===== src/rtl/tap_controller_pkg.sv =====
// IEEE 1149.1 TAP state encodings shared by the TAP controller.
package as_pack;

  typedef enum logic [3:0] {
    TLR    = 4'hF,
    RTI    = 4'hC,
    SEL_DR = 4'h7,
    CAP_DR = 4'h6,
    SH_DR  = 4'h2,
    EX1_DR = 4'h1,
    PAU_DR = 4'h3,
    EX2_DR = 4'h0,
    UPD_DR = 4'h5,
    SEL_IR = 4'h4,
    CAP_IR = 4'hE,
    SH_IR  = 4'hA,
    EX1_IR = 4'h9,
    PAU_IR = 4'hB,
    EX2_IR = 4'h8,
    UPD_IR = 4'hD
  } tap_state_t;

endpackage


===== src/rtl/tap_controller.sv =====
// JTAG TAP state machine: decodes TMS into IR/DR chain strobes and muxes TDO.
// Optional JTAG_TDO_NEGEDGE_EN registers tdo_o/tdo_en_o on the falling edge of TCK.
module tap_controller
  import as_pack::*;
#(
  parameter logic TDO_IDLE = 1'b0
) (
  input  logic tck_i,
  input  logic trst_i,
  input  logic tms_i,
  input  logic ir_ser_i,
  input  logic dr_ser_i,
  output logic tlr_o,
  output logic ir_shift_o,
  output logic ir_clock_o,
  output logic ir_upd_o,
  output logic dr_shift_o,
  output logic dr_clock_o,
  output logic dr_upd_o,
  output logic sel_ir_o,
  output logic tdo_en_o,
  output logic tdo_o
);

  tap_state_t r_state;
  tap_state_t w_next;
  logic       w_tdo_en;
  logic       w_tdo;

  always_ff @(posedge tck_i or posedge trst_i) begin
    if (trst_i) r_state <= TLR;
    else        r_state <= w_next;
  end

  always_comb begin
    w_next = TLR;
    case (r_state)
      TLR:    w_next = tms_i ? TLR    : RTI;
      RTI:    w_next = tms_i ? SEL_DR : RTI;
      SEL_DR: w_next = tms_i ? SEL_IR : CAP_DR;
      CAP_DR: w_next = tms_i ? EX1_DR : SH_DR;
      SH_DR:  w_next = tms_i ? EX1_DR : SH_DR;
      EX1_DR: w_next = tms_i ? UPD_DR : PAU_DR;
      PAU_DR: w_next = tms_i ? EX2_DR : PAU_DR;
      EX2_DR: w_next = tms_i ? UPD_DR : SH_DR;
      UPD_DR: w_next = tms_i ? SEL_DR : RTI;
      SEL_IR: w_next = tms_i ? TLR    : CAP_IR;
      CAP_IR: w_next = tms_i ? EX1_IR : SH_IR;
      SH_IR:  w_next = tms_i ? EX1_IR : SH_IR;
      EX1_IR: w_next = tms_i ? UPD_IR : PAU_IR;
      PAU_IR: w_next = tms_i ? EX2_IR : PAU_IR;
      EX2_IR: w_next = tms_i ? UPD_IR : SH_IR;
      UPD_IR: w_next = tms_i ? SEL_DR : RTI;
    endcase
  end

  always_comb begin
    tlr_o      = (r_state == TLR);
    ir_shift_o = (r_state == SH_IR);
    ir_clock_o = (r_state == CAP_IR) || (r_state == SH_IR);
    ir_upd_o   = (r_state == UPD_IR);
    dr_shift_o = (r_state == SH_DR);
    dr_clock_o = (r_state == CAP_DR) || (r_state == SH_DR);
    dr_upd_o   = (r_state == UPD_DR);
    sel_ir_o   = 1'b0;
    case (r_state)
      SEL_IR, CAP_IR, SH_IR, EX1_IR, PAU_IR, EX2_IR, UPD_IR: sel_ir_o = 1'b1;
      default:                                               sel_ir_o = 1'b0;
    endcase
  end

  always_comb begin
    w_tdo_en = (r_state == SH_IR) || (r_state == SH_DR);
    w_tdo    = TDO_IDLE;
    if (w_tdo_en) w_tdo = sel_ir_o ? ir_ser_i : dr_ser_i;
  end

`ifdef JTAG_TDO_NEGEDGE_EN
  logic r_tdo;
  logic r_tdo_en;

  always_ff @(negedge tck_i or posedge trst_i) begin
    if (trst_i) begin
      r_tdo    <= TDO_IDLE;
      r_tdo_en <= 1'b0;
    end else begin
      r_tdo    <= w_tdo;
      r_tdo_en <= w_tdo_en;
    end
  end

  assign tdo_o    = r_tdo;
  assign tdo_en_o = r_tdo_en;
`else
  assign tdo_o    = w_tdo;
  assign tdo_en_o = w_tdo_en;
`endif

endmodule


===== config.mk =====
export PLATFORM = sky130hd
export DESIGN_NAME = tap_controller
export DESIGN_NICKNAME = d
export VERILOG_FILES = /design/src/rtl/tap_controller_pkg.sv /design/src/rtl/tap_controller.sv
export SDC_FILE = /design/constraint.sdc
export NUM_CORES = 1
export LEC_CHECK = 0
export CAP_MARGIN = 20
export CORE_AREA = 4 4 41 43
export CTS_CLUSTER_SIZE = 12
export DETAILED_ROUTE_END_ITERATION = 10
export DIE_AREA = 0 0 45 47
export SYNTH_ARGS = -nofsm -noshare
export SYNTH_HDL_FRONTEND = slang
export SYNTH_SLANG_ARGS = --single-unit
export TNS_END_PERCENT = 20

===== constraint.sdc =====
create_clock -name tck_i -period 1.5 [get_ports tck_i]
set_input_delay 0.3 -clock tck_i [delete_from_list [all_inputs] [get_ports tck_i]]
set_output_delay 0.3 -clock tck_i [all_outputs]
set_load 0.005 [all_outputs]

---- Yosys cells after proc, flatten, opt, wreduce, memory -nomap -nowiden ----
Cells that the tools add are included.
W data, S select, Z words.
word-level totals
  memories kept ........................... 0
  bits in writable memories ............... 0
  logic and storage cells ................. 40
  bits in registers ....................... 4
  ROM bits ................................ 0
  latch bits .............................. 0
operators by class
  shift operators ......................... 0
  reductions and logical operators ........ 8
  multiplexer cells ....................... 16
  add/sub/neg operators ................... 0
  equal/unequal tests ..................... 15
  multipliers ............................. 0
  div/mod/pow operators ................... 0
  bitwise operators ....................... 0
  order comparisons ....................... 0
operators by type and width
  cell                  count
  $pmux W4 S12          1
  $eq A4 B4 Y1 const B  8
  $eq A4 B3 Y1 const B  4
  $mux W2               6
  $mux W3               4
  $eq A4 B2 Y1 const B  2
  $reduce_or A7 Y1      1
  $eq A4 B1 Y1 const B  1
  $logic_not A4 Y1      1
  $mux W1               4
  $mux W4               1
  $reduce_or A2 Y1      2
  $logic_or A1 B1 Y1    3
  $reduce_or A3 Y1      1

---- Longest topological paths before layout ----
  word-level depth ........................ 5
  mapped depth ............................ 4
  mapped depth without buffers ............ 3

---- Worst setup path after synthesis ----
OpenSTA, ideal clock, no wires.
  kind .................................... flip-flop to output port
  start point ............................. reg r_state[2]
  end point ............................... out sel_ir_o
  required time ........................... 1.200 ns
  stages on the path, launching flop included .. 4
  data arrival time ....................... 1.086 ns
  setup slack ............................. 0.114 ns
  cells stage by stage .................... dfstp_2 > or3b_1 > a21oi_1 > a21o_1
between the ends
  word-level cells in the longest chain between the ends .. 3
RTL lines
  item                                          RTL line              text
  from (decl)                                   tap_controller.sv:25  tap_state_t r_state;
  from (signal assigned)                        tap_controller.sv:32  else r_state <= w_next;
  $eq A4 B4 Y1 or $eq A4 B3 Y1 (tied branches)  tap_controller.sv:66  case (r_state)
  $reduce_or A7 Y1 (*)                          tap_controller.sv:66
  $mux W1 (*)                                   tap_controller.sv:66
  to (decl)                                     tap_controller.sv:20  output logic sel_ir_o,
Every way passes the cells marked *; elsewhere a longest branch is shown, timed or not.

---- Worst setup path after layout ----
Ends and elaborated chain as after synthesis.

==> results.json <==
{
  "grt_pass1_wl_um": 1680,
  "row_count": 13,
  "setup_ws_ns": -0.233,
  "arrival_ns": 1.43,
  "cp_slowest_cell": "dfstp_2",
  "die_area_mm2": 0.00212,
  "synth.avg_cell_area_um2": 7.42,
  "start_util": 0.234,
  "clockPowerShare": 0.108,
  "synth_compound_area_frac": 0.185,
  "ant_nets": 0,
  "hp-class": "input port to async pin",
  "switching_share": 0.393,
  "drive_gt1_frac": 0.580,
  "top_register": "r_state",
  "pwr-share-comb": 0.693,
  "r2r-end": "r_state[1]",
  "crit_required_ns": 1.20,
  "violations": "setup timing",
  "power_mw": 1.31,
  "synth_top_family_by_area": "simple AND/OR/NAND/NOR gates",
  "cts_hold_buf": 0,
  "die_w_um": 45,
  "power.internal_mw": 0.794,
  "synth_top_area_frac": 0.346,
  "reg_top3": "r_state (4)",
  "grt_max_degree": 9,
  "io_pins": 15,
  "path_clk_slew_ns": 0.04,
  "crit_end": "sel_ir_o",
  "ys_ff_latch": 4,
  "hold_viol": 0,
  "critPathBufInv": 1,
  "cts.sinks": 4,
  "grt_antenna_before_repair": 0,
  "synth-xor-area-share": 0,
  "area.growth.synth_to_final_pct": 93.0,
  "synthSimpleGateAreaFrac": 0.362,
  "synth-seq-area-share": 0.346,
  "synth_mux_area_frac": 0.0329,
  "min_period_over_period": 1.16,
  "port_buffers": 14,
  "skew_ns": 0.000229,
  "startpoint_type": "flip-flop",
  "finalSetupViolCount": 6,
  "period_needed_ns": 1.73,
  "crit_start": "r_state[2]",
  "rrSetupSlack_ns": 0.23,
  "power_frac_seq": 0.198,
  "synth_nets": 46,
  "wl_per_cell_um": 12.1,
  "drt_pass1_iterations": 4,
  "p_leak_nw": 0.288,
  "largest_register_ffs": 4,
  "drc_errors": 0,
  "grt_pass1_vias": 367,
  "placed_cells": 74,
  "ff2ff_path_depth": 5,
  "hold-worst-slack_ns": 0.445,
  "status": "finished, violations left",
  "final_nets": 76,
  "synth.area.top_cells": "dfstp_2 (35%), nand2_1 (7.4%), nor2_1 (7.4%), buf_2 (4.9%), nor3_1 (4.9%)",
  "dp_hpwl_um": 625,
  "timing.fmax_mhz": 577,
  "maxCapViolCount": 0,
  "slowest_delay_ns": 0.53,
  "yosys_warnings": 0,
  "critical_path.top_delay_family": "flip-flops",
  "postSynthCellCount": 41,
  "path_depth": 4,
  "routed_via_density": 4.64,
  "die_y_um": 47,
  "cts_root_buf": "clkbuf_4",
  "rsz0062_at_grt": "yes",
  "syn_area_um2": 304,
  "slew_headroom": 0.866,
  "power_density_mw_per_mm2": 2230,
  "wl_um": 1020,
  "yosys.area_share.adder": 0,
  "finalMaxSlewViolations": 0,
  "crit_path_max_fanout": 2,
  "p_switching_mw": 0.515,
  "cts_tree": "done",
  "finalWeightedCongestion": 0.794,
  "peakVddDrop_uv": 913,
  "clock_latency_ns": 0.24,
  "yosys.area.top_type": "dfstp_2",
  "yosysUniqueCellTypes": 21,
  "grt-ovfl-total": 0,
  "routed-via-count": 390,
  "path_class": "flip-flop to output pin",
  "drt_iter0_drc": 3,
  "fin_cells": 84,
  "track_usage": 0.113,
  "r2r_start": "r_state[2]",
  "crit_path_end_kind": "output pin",
  "core-area_mm2": 0.00130,
  "utilization": 0.451,
  "cts_buffers": 3,
  "n_antenna_cell": 0,
  "htree_levels": 1,
  "crit_chain": "or3b_1 -> a21oi_2 -> a21o_1 -> buf_2",
  "cts.path.max_buffers": 2,
  "worst_pin_slew_ns": 0.198
}
metrics by stage:
stage / worst slack (ns) / TNS (ns) / instance area (um^2)
6_report: -0.233 / -0.500 / 587
5_1_grt: -0.293 / -1.02 / 587
2_1_floorplan: 0.114 / 0 / 304
3_3_place_gp: -0.369 / -2.11 / 500
3_5_place_dp: -0.380 / -2.17 / 500
4_1_cts: -0.235 / -0.579 / 582
kinds of logic after synthesis:
kind of cell / count (synthesis)
AO/OA/AOI/OAI: 9
buffers and inverters: 5
flip-flops: 4
multiplexers: 1
AND/OR/NAND/NOR: 22
power groups by stage:
stage | sequential [mW] | combinational, mW | clock, mW
2_1_floorplan | 0.239 | 0.347 | 0
3_3_place_gp | 0.260 | 0.672 | 0
3_5_place_dp | 0.260 | 0.676 | 0
4_1_cts | 0.256 | 0.858 | 0.142
5_1_grt | 0.268 | 1.01 | 0.157
6_report | 0.259 | 0.908 | 0.142
how the worst min path moves through the flow:
stage,cells after the start,from,end,slack (ns)
2_1_floorplan,1,trst_i,r_state[0],0.26
3_3_place_gp,2,r_state[3],r_state[1],0.61
3_5_place_dp,2,r_state[3],r_state[1],0.61
4_1_cts,2,trst_i,r_state[0],0.46
5_1_grt,2,trst_i,r_state[0],0.47
6_report,2,trst_i,r_state[3],0.44
cells in the final DEF, fill, tap and decap left out, types with 2 or more instances in the layout:
master	netlist	layout
buf_2	3	8
buf_4	0	8
buf_6	0	6
nor2_1	6	4
nand2_1	6	4
clkdlybuf4s50_1	0	4
dfstp_2	4	4
o21ai_0	3	3
clkbuf_4	0	3
nor3_1	3	2
nor2_2	0	2
clkbuf_2	0	2
area by class of cell:
class                      instances  area [um^2]
fill                             145          714
multi-input combinational         32          213
clock buffer                       3         22.5
tap                               15         18.8
inverter                           2         10.0
timing repair buffer              28          218
sequential                         4          105
worst register-to-register path, stage by stage, from the launching register on:
cell and delay [ns]:
dfstp_2 0.53, buf_6 0.11, buf_6 0.12, nor2b_1 0.20
o21ai_0 0.13, o211ai_1 0.10
layer usage:
layer  track usage  wire length, um
met5             0                0
met4        0.0702               10
met3        0.0460               47
met2         0.158              509
met1         0.144              451
what timing repair did:
item / 4_1_cts / 5_1_grt
pin swaps: 5 / 2
setup endpoints to repair: 10 / 10
cloned: 0 / 0
gates resized for setup: 48 / 8
setup buffers: 6 / 1
synth_stat cells:
master	n
nand4_1	1
or3b_1	1
a21boi_0	1
o21ai_0	3
dfstp_2	4
nand3_1	1
nor2b_1	1
o21ai_1	1
a21o_1	1
nand2_1	6
a22o_1	1
nor3b_1	1
a21oi_1	1
buf_2	3
mux2i_1	1
o211ai_1	1
nand2b_1	1
inv_1	2
nor2_1	6
nor3_1	3
nor4bb_1	1
(Power assumes the default switching activity.)
